<file path="src/rtl/dram_wb_arbiter.sv">
// dram_wb_arbiter
//
// Arbitrates two Wishbone masters onto the single SDRAM controller slave port.
// Master 0 is the CPU path and master 1 is the DMA read engine.
//   - Ties are broken round-robin. The master that was not granted last wins.
//   - A grant is held for the owner's whole cyc window, so burst reads are never split.
//   - A per-grant watchdog aborts an access that stalls with no ack and no burst beat.
//     The abort returns err to the owner and drains until the owner drops cyc.
//
// Ports:
//   wb_clk_i, wb_rst_i          clock and synchronous active-high reset
//   m0_*                        CPU master: cyc/stb/we/sel/adr/dat in, ack/err/dat out
//   m1_*                        DMA master: cyc/stb/we/adr in, ack/burst/err/dat out
//   s_*                         SDRAM slave: cyc/stb/we/sel/adr/dat out, ack/burst/dat in
//   gnt_o                       one-hot current owner (bit0 = M0, bit1 = M1)

module dram_wb_arbiter #(
   parameter int unsigned ADDR_WIDTH = 32,
   parameter int unsigned DATA_WIDTH = 32,
   parameter int unsigned TIMEOUT    = 255
) (
   input  logic                  wb_clk_i,
   input  logic                  wb_rst_i,
   // master 0 (CPU)
   input  logic                  m0_cyc_i,
   input  logic                  m0_stb_i,
   input  logic                  m0_we_i,
   input  logic [3:0]            m0_sel_i,
   input  logic [ADDR_WIDTH-1:0] m0_adr_i,
   input  logic [DATA_WIDTH-1:0] m0_dat_i,
   output logic                  m0_ack_o,
   output logic                  m0_err_o,
   output logic [DATA_WIDTH-1:0] m0_dat_o,
   // master 1 (DMA, read only)
   input  logic                  m1_cyc_i,
   input  logic                  m1_stb_i,
   input  logic                  m1_we_i,
   input  logic [ADDR_WIDTH-1:0] m1_adr_i,
   output logic                  m1_ack_o,
   output logic                  m1_burst_o,
   output logic                  m1_err_o,
   output logic [DATA_WIDTH-1:0] m1_dat_o,
   // SDRAM slave port
   output logic                  s_cyc_o,
   output logic                  s_stb_o,
   output logic                  s_we_o,
   output logic [3:0]            s_sel_o,
   output logic [ADDR_WIDTH-1:0] s_adr_o,
   output logic [DATA_WIDTH-1:0] s_dat_o,
   input  logic                  s_ack_i,
   input  logic                  s_burst_i,
   input  logic [DATA_WIDTH-1:0] s_dat_i,
   // current owner
   output logic [1:0]            gnt_o
);

   localparam int unsigned CntWidth = $clog2(TIMEOUT + 1);
   localparam logic [CntWidth-1:0] TimeoutVal = CntWidth'(TIMEOUT);

   typedef enum logic [2:0] {
      StIdle,
      StOwnM0,
      StOwnM1,
      StRelease,
      StAbort,
      StDrain
   } state_e;

   state_e              state_q, state_d;
   logic                last_gnt_q, last_gnt_d;   // 0 = M0 granted last, 1 = M1
   logic                abort_m1_q, abort_m1_d;   // which master was aborted
   logic [CntWidth-1:0] wdog_q, wdog_d;

   logic own_cyc;
   logic own_stb;

   // ---------------------------------------------------------------------------
   // State registers
   // ---------------------------------------------------------------------------
   always_ff @(posedge wb_clk_i) begin
      if (wb_rst_i) begin
         state_q    <= StIdle;
         last_gnt_q <= 1'b1;   // M1 counts as last, so M0 wins the first tie
         abort_m1_q <= 1'b0;
         wdog_q     <= '0;
      end else begin
         state_q    <= state_d;
         last_gnt_q <= last_gnt_d;
         abort_m1_q <= abort_m1_d;
         wdog_q     <= wdog_d;
      end
   end

   // ---------------------------------------------------------------------------
   // Next-state, grant and watchdog
   // ---------------------------------------------------------------------------
   always_comb begin
      own_cyc = (state_q == StOwnM1) ? m1_cyc_i : m0_cyc_i;
      own_stb = (state_q == StOwnM1) ? m1_stb_i : m0_stb_i;
   end

   always_comb begin
      state_d    = state_q;
      last_gnt_d = last_gnt_q;
      abort_m1_d = abort_m1_q;
      // The counter is zero in every non-owning state, so it starts at zero on each grant.
      wdog_d     = '0;

      unique case (state_q)
         StIdle: begin
            if (m0_cyc_i && (!m1_cyc_i || last_gnt_q)) begin
               state_d    = StOwnM0;
               last_gnt_d = 1'b0;
            end else if (m1_cyc_i) begin
               state_d    = StOwnM1;
               last_gnt_d = 1'b1;
            end
         end

         StOwnM0, StOwnM1: begin
            if (!own_cyc) begin
               state_d = StRelease;
            end else if (wdog_q == TimeoutVal) begin
               state_d    = StAbort;
               abort_m1_d = (state_q == StOwnM1);
            end else if (s_ack_i || s_burst_i) begin
               wdog_d = '0;
            end else if (own_stb) begin
               wdog_d = wdog_q + CntWidth'(1);
            end else begin
               wdog_d = wdog_q;
            end
         end

         StRelease: state_d = StIdle;

         StAbort: state_d = StDrain;

         StDrain: begin
            if (!(abort_m1_q ? m1_cyc_i : m0_cyc_i)) begin
               state_d = StIdle;
            end
         end

         default: state_d = StIdle;
      endcase
   end

   // ---------------------------------------------------------------------------
   // Datapath muxing: only the owner is connected to the slave. Every other
   // state drives zeros, so slave responses arriving then are dropped.
   // ---------------------------------------------------------------------------
   always_comb begin
      s_cyc_o    = 1'b0;
      s_stb_o    = 1'b0;
      s_we_o     = 1'b0;
      s_sel_o    = 4'h0;
      s_adr_o    = '0;
      s_dat_o    = '0;
      m0_ack_o   = 1'b0;
      m0_err_o   = 1'b0;
      m0_dat_o   = '0;
      m1_ack_o   = 1'b0;
      m1_burst_o = 1'b0;
      m1_err_o   = 1'b0;
      m1_dat_o   = '0;
      gnt_o      = 2'b00;

      unique case (state_q)
         StOwnM0: begin
            s_cyc_o  = m0_cyc_i;
            s_stb_o  = m0_stb_i;
            s_we_o   = m0_we_i;
            s_sel_o  = m0_sel_i;
            s_adr_o  = m0_adr_i;
            s_dat_o  = m0_dat_i;
            m0_ack_o = s_ack_i;
            m0_dat_o = s_dat_i;
            gnt_o    = 2'b01;
         end

         StOwnM1: begin
            // The DMA has no write data path; present full byte lanes and zero data.
            s_cyc_o    = m1_cyc_i;
            s_stb_o    = m1_stb_i;
            s_we_o     = m1_we_i;
            s_sel_o    = 4'hF;
            s_adr_o    = m1_adr_i;
            m1_ack_o   = s_ack_i;
            m1_burst_o = s_burst_i;
            m1_dat_o   = s_dat_i;
            gnt_o      = 2'b10;
         end

         StAbort: begin
            m0_err_o = ~abort_m1_q;
            m1_err_o = abort_m1_q;
         end

         default: ;
      endcase
   end

endmodule
</file>
<file path="config.mk">
export PLATFORM = sky130hd
export DESIGN_NAME = dram_wb_arbiter
export DESIGN_NICKNAME = d
export VERILOG_FILES = /design/src/rtl/dram_wb_arbiter.sv
export SDC_FILE = /design/constraint.sdc
export NUM_CORES = 1
export LEC_CHECK = 0
export BUFFER_PORTS_ARGS = -buffer_cell sky130_fd_sc_hd__clkbuf_2
export CELL_PAD_IN_SITES_DETAIL_PLACEMENT = 0
export CELL_PAD_IN_SITES_GLOBAL_PLACEMENT = 2
export CORE_ASPECT_RATIO = 1.5
export CORE_UTILIZATION = 12
export DETAILED_ROUTE_END_ITERATION = 12
export PLACE_DENSITY = 0.92
export SETUP_SLACK_MARGIN = 0.05
export SLEW_MARGIN = 15
export SYNTH_ARGS = -nofsm -noshare
export SYNTH_HDL_FRONTEND = slang
export SYNTH_SLANG_ARGS = --single-unit
</file>
<file path="constraint.sdc">
create_clock -name wb_clk_i -period 4.6 [get_ports wb_clk_i]
set_clock_uncertainty 0.15 [all_clocks]
set_input_delay 0.23 -clock wb_clk_i [delete_from_list [all_inputs] [get_ports wb_clk_i]]
set_output_delay 0.23 -clock wb_clk_i [all_outputs]
set_load 0.01 [all_outputs]
</file>
; ---- Word level (Yosys, flattened, before mapping)
; Cells that the tools add are included.
[word_totals]
regBits = 13
word_cells = 52
in_bits = 142
[op_classes]
bitwise = 3
mux = 25
add_sub_neg = 1
n_eq_ne = 8
n_reduce_logical = 11
[ops]
columns = cell, count
row1 = 32-bit two-way mux, 3
row2 = 32-bit one-hot mux with 2 select lines, 1
row3 = 3-bit two-way mux, 5
row4 = 3-bit one-hot mux with 4 select lines, 1
row5 = 1-bit two-way mux, 10
row6 = 8-bit by 1-bit adder with 8-bit output (second input constant), 1
row7 = 8-bit equality test (second input constant), 1
row8 = 4-bit one-hot mux with 2 select lines, 1
row9 = 3-bit equality test (second input constant), 2
row10 = 3-bit inequality test (second input constant), 2
row11 = 1-bit one-hot mux with 2 select lines, 3
row12 = 3-bit AND reduction, 2
row13 = 5-bit OR reduction, 1
row14 = 2-bit one-hot mux with 2 select lines, 1
row15 = 3-bit by 1-bit equality test with 1-bit output (second input constant), 1
row16 = 3-bit by 2-bit equality test with 1-bit output (second input constant), 1
row17 = 3-bit zero test, 1
row18 = 1-bit inverter, 3
row19 = 1-bit logical OR, 2
row20 = 2-bit inequality test (second input constant), 1
row21 = 2-bit AND reduction, 1
row22 = 2-bit nonzero test, 1
row23 = 2-bit OR reduction, 1
row24 = 1-bit logical AND, 1
row25 = 1-bit zero test, 1

; ---- Depth between registers and ports, before layout
[logic_depth]
word_depth = 5
depth_mapped = 6
ltp_nobuf = 5

; ---- Least setup slack after synthesis
; Ideal clock, no wire load.
[synth_timing]
path_type = reg2out
start = reg state_q[2]
end = out m1_dat_o[26]
path_stages_with_launch = 6
path_slack_ns = 2.749
arrival_time_ns = 1.471
t_required_ns = 4.220
path_buffers = 3
path_cell_list = dfxtp_1 > buf_2 > nor3b_4 > clkbuf_1 > clkbuf_1 > and2_1
[synth_between]
elab_chain_len = 2
[synth_lines]
columns = item, line
row1 = "start, declared", 69  ; state_e state_q, state_d;
row2 = "start signal, assigned", 82  ; state_q <= StIdle;
row3 = "start signal, assigned", 87  ; state_q <= state_d;
row4 = 3-bit by 2-bit equality test with 1-bit output, 169  ; unique case (state_q)
row5 = 32-bit two-way mux, 169
row6 = "end, declared", 42  ; output logic [DATA_WIDTH-1:0] m1_dat_o,
; No other way between the ends.

; ---- Worst setup path in the final report
[layout_timing]
start = reg state_q[0]
end = out s_adr_o[11]
[layout_between]
elab_chain_len = 2
elab_cells_between_ends = 3
classes_between = 2 x eq/ne / 1 x mux
[layout_lines]
columns = item, line
row1 = 3-bit by 2-bit equality test with 1-bit output / 3-bit by 1-bit equality test with 1-bit output (equally long branches), 169
row2 = 32-bit one-hot mux with 2 select lines *, 169
row3 = "end, declared", 48  ; output logic [ADDR_WIDTH-1:0] s_adr_o,
; Every way passes the cells marked *; elsewhere a longest branch is shown, timed or not.

==> flow_metrics.tcl <==
set metrics [dict create \
    synth_largest_area_cell "and3_1" \
    setup_viol 0 \
    comb_power_share_pct 74.3 \
    setup_ws_ps 1970 \
    cp-end-kind "primary output" \
    seqPwrFrac_pct 11.6 \
    clock_path_buffers 2 \
    arrival_ps 2250 \
    tns_ps 0 \
    hpwlAfterDp_um 7070 \
    place_inst 703 \
    max_freq_ghz 0.380 \
    ys_top_cells_by_area "and3_1, a22o_1, dfxtp_1" \
    grt.overflow.total 0 \
    netSwitchingPower_uw 548 \
    rsz0062_at_grt "false" \
    regArea_um2 262 \
    syn_inst 251 \
    ir_drop_uv 135 \
    drv_slew 0 \
    die_h_um 151 \
    via_per_inst 4.04 \
    min_delay_path_depth 2 \
    grt_pass1_vias 2411 \
    cellPowerDensity_nw_per_um2 335 \
    synth_cell_type_count 35 \
    worst-setup-path-type "reg2out" \
    power_frac_clock_pct 14.1 \
    r2r_cells 4 \
    cpPeakStageDelay_ps 480 \
    tightestPinTransition_ps 958 \
    hold_path.class "in2reg" \
    cts.sink_count 13 \
    syn_area_per_cell_um2 7.09 \
    fillerInstances 1633 \
    p_leak_nw 2.15 \
    nets 656 \
    design_area_um2 3460 \
    die_w_um 101 \
    crit_chain "buf_4 > inv_1 > nor3_2 > buf_4 > a22o_1 > clkbuf_2" \
    crit_path_frequent_cell "buf_4" \
    status "complete, no violations" \
    insertion_delay_ps 240 \
    first_pass_iters 4 \
    io_buffers 283 \
    syn_nets 394 \
    hp-start "wb_rst_i" \
    area_growth_pct 94.2 \
    cts_tree "done" \
    max-slew-margin-rel_pct 34.3 \
    top_usage_layer "met2" \
    synth_seq_cells 13 \
    critPathLaunch "state_q[0]" \
    start_kind "register" \
    drt_iter0_drc 109 \
    instances_no_fill 708 \
    core_area_um2 14500 \
    numCtsBuffers 3 \
    vias 2857 \
    path_clk_slew_ps 40 \
    multi_input_area_um2 1400 \
    required_ps 4220 \
    r2r-start "state_q[1]" \
    p_int_uw 611 \
    grt_max_degree 76 \
    gp_congestion 0.806 \
    die_area_um2 15300 \
    cp_slowest_cell "buf_4" \
    place_area_um2 3360 \
    cts_resized 0 \
    grt_pass1_wl_um 12400 \
    rows 54 \
    period_needed_ps 2630 \
    pre_cts_slack_ps 2140 \
    layout_common_cells "clkbuf_2, and3_1, a22o_1, and2_1, dfxtp_1" \
    htree_levels 1 \
    gr-usage-met3_pct 1.29 \
    synth_seq_area_share_pct 14.6 \
    io_pins 284 \
    synth_top_area_share_pct 22.8 \
    final_common_cell "clkbuf_2" \
    routedWlPerCell_um 12.7 \
    syn_area_um2 1780 \
    crit_fanout 75 \
    root_buffer "clkbuf_16" \
    drc 0 \
    hold_viol_final 0 \
    post-cts-setup-buffers 0 \
    fin_util_pct 23.8 \
    diodes 0 \
    antenna_found_initial 0 \
    grtUsageTotal_pct 10.1 \
    finalWirelength_um 8970 \
    fin_crit_sh_pct 57.3 \
    postRouteAntennaNets 0 \
    drive_above_1_share_pct 57.8 \
    drv_cap 0 \
    use_met2_pct 16.8 \
    start_util_pct 12.3 \
    ys_warn_count 0 \
    p_sw_share_pct 47.3 \
    grt_use_met1_pct 14.3 \
    cts_hold_repair.buffers 0 \
]
-- state kept, by name (all words and copies together) (netlist names) --
register and flops:
state_q 3, last_gnt_q 1, abort_m1_q 1, wdog_q 8
-- worst paths after layout --
check,to,slack (ps)
setup / recovery,s_adr_o[11],1970
setup reg to reg,wdog_q[3],2330
hold reg to reg,wdog_q[7],340
hold / removal,abort_m1_q,120
-- layout make-up --
cell class	count	area share (%)
Inverter	3	0.326
Multi-Input combinational cell	205	40.6
Sequential cell	13	7.56
Clock buffer	4	2.28
Timing Repair Buffer	287	42.2
Tap cell	196	7.09
-- critical path, delay by kind of cell (launching register included) --
kind | cells | cell delay [ps]
DFF | 1 | 340
buffers and inverters | 4 | 1250
and+or+nand+nor | 1 | 150
AOI/OAI and AO/OA | 1 | 250
-- kinds of logic (layout without fill, tap and decap cells) --
group | Yosys count | count (layout) | share of synthesized area, %
compound gates | 65 | 65 | 28.0
simple gates | 134 | 134 | 46.7
flops | 13 | 13 | 14.6
fa+ha+maj | 1 | 1 | 0.703
xor+xnor | 1 | 1 | 0.492
mux | 4 | 4 | 2.25
buf+inv | 33 | 294 | 7.31
-- layer usage --
layer  part of all wire [%]  up-vias  wire length, um
li1                       -     1462                -
met1                     46     1297             4170
met2                     49       95             4380
met3                    4.3        3              390
met4                   0.32        0               29
met5                      0        -                0
-- power groups by stage --
| stage | logic (mW) | registers, mW | clock network [mW] |
|---|---|---|---|
| 2_1_floorplan | 0.504 | 0.128 | 0 |
| 6_report | 0.862 | 0.134 | 0.164 |
| 3_5_place_dp | 0.854 | 0.136 | 0 |
| 5_1_grt | 0.947 | 0.136 | 0.173 |
| 4_1_cts | 0.857 | 0.134 | 0.166 |
| 3_3_place_gp | 0.860 | 0.135 | 0 |
-- stage by stage --
step / power, mW / hold slack [ps]
after floorplan: 0.632 / 149
after global routing: 1.26 / 156
after global placement: 0.996 / 323
after CTS: 1.16 / 128
after detailed placement: 0.990 / 321
final: 1.16 / 118
-- Yosys cell counts --
cell	n
and3_1	65
a22o_1	34
and2_1	34
clkbuf_1	27
dfxtp_1	13
a21oi_1	11
nor2_1	6
nand3_1	5
a21o_1	4
mux2i_1	4
nor3_1	4
o21ai_0	4
or3_1	4
or4_1	4
inv_1	3
nand2_1	3
nand2b_1	3
o31ai_1	3
buf_2	2
nor3b_1	2
o32ai_1	2
a21bo_2	1
a22oi_1	1
a31o_2	1
a31oi_1	1
and4_1	1
buf_4	1
ha_1	1
nand4_1	1
nor3b_4	1
nor4bb_1	1
o21bai_1	1
o22ai_1	1
o311ai_0	1
xor2_1	1
Power figures use the tool's default switching activity.
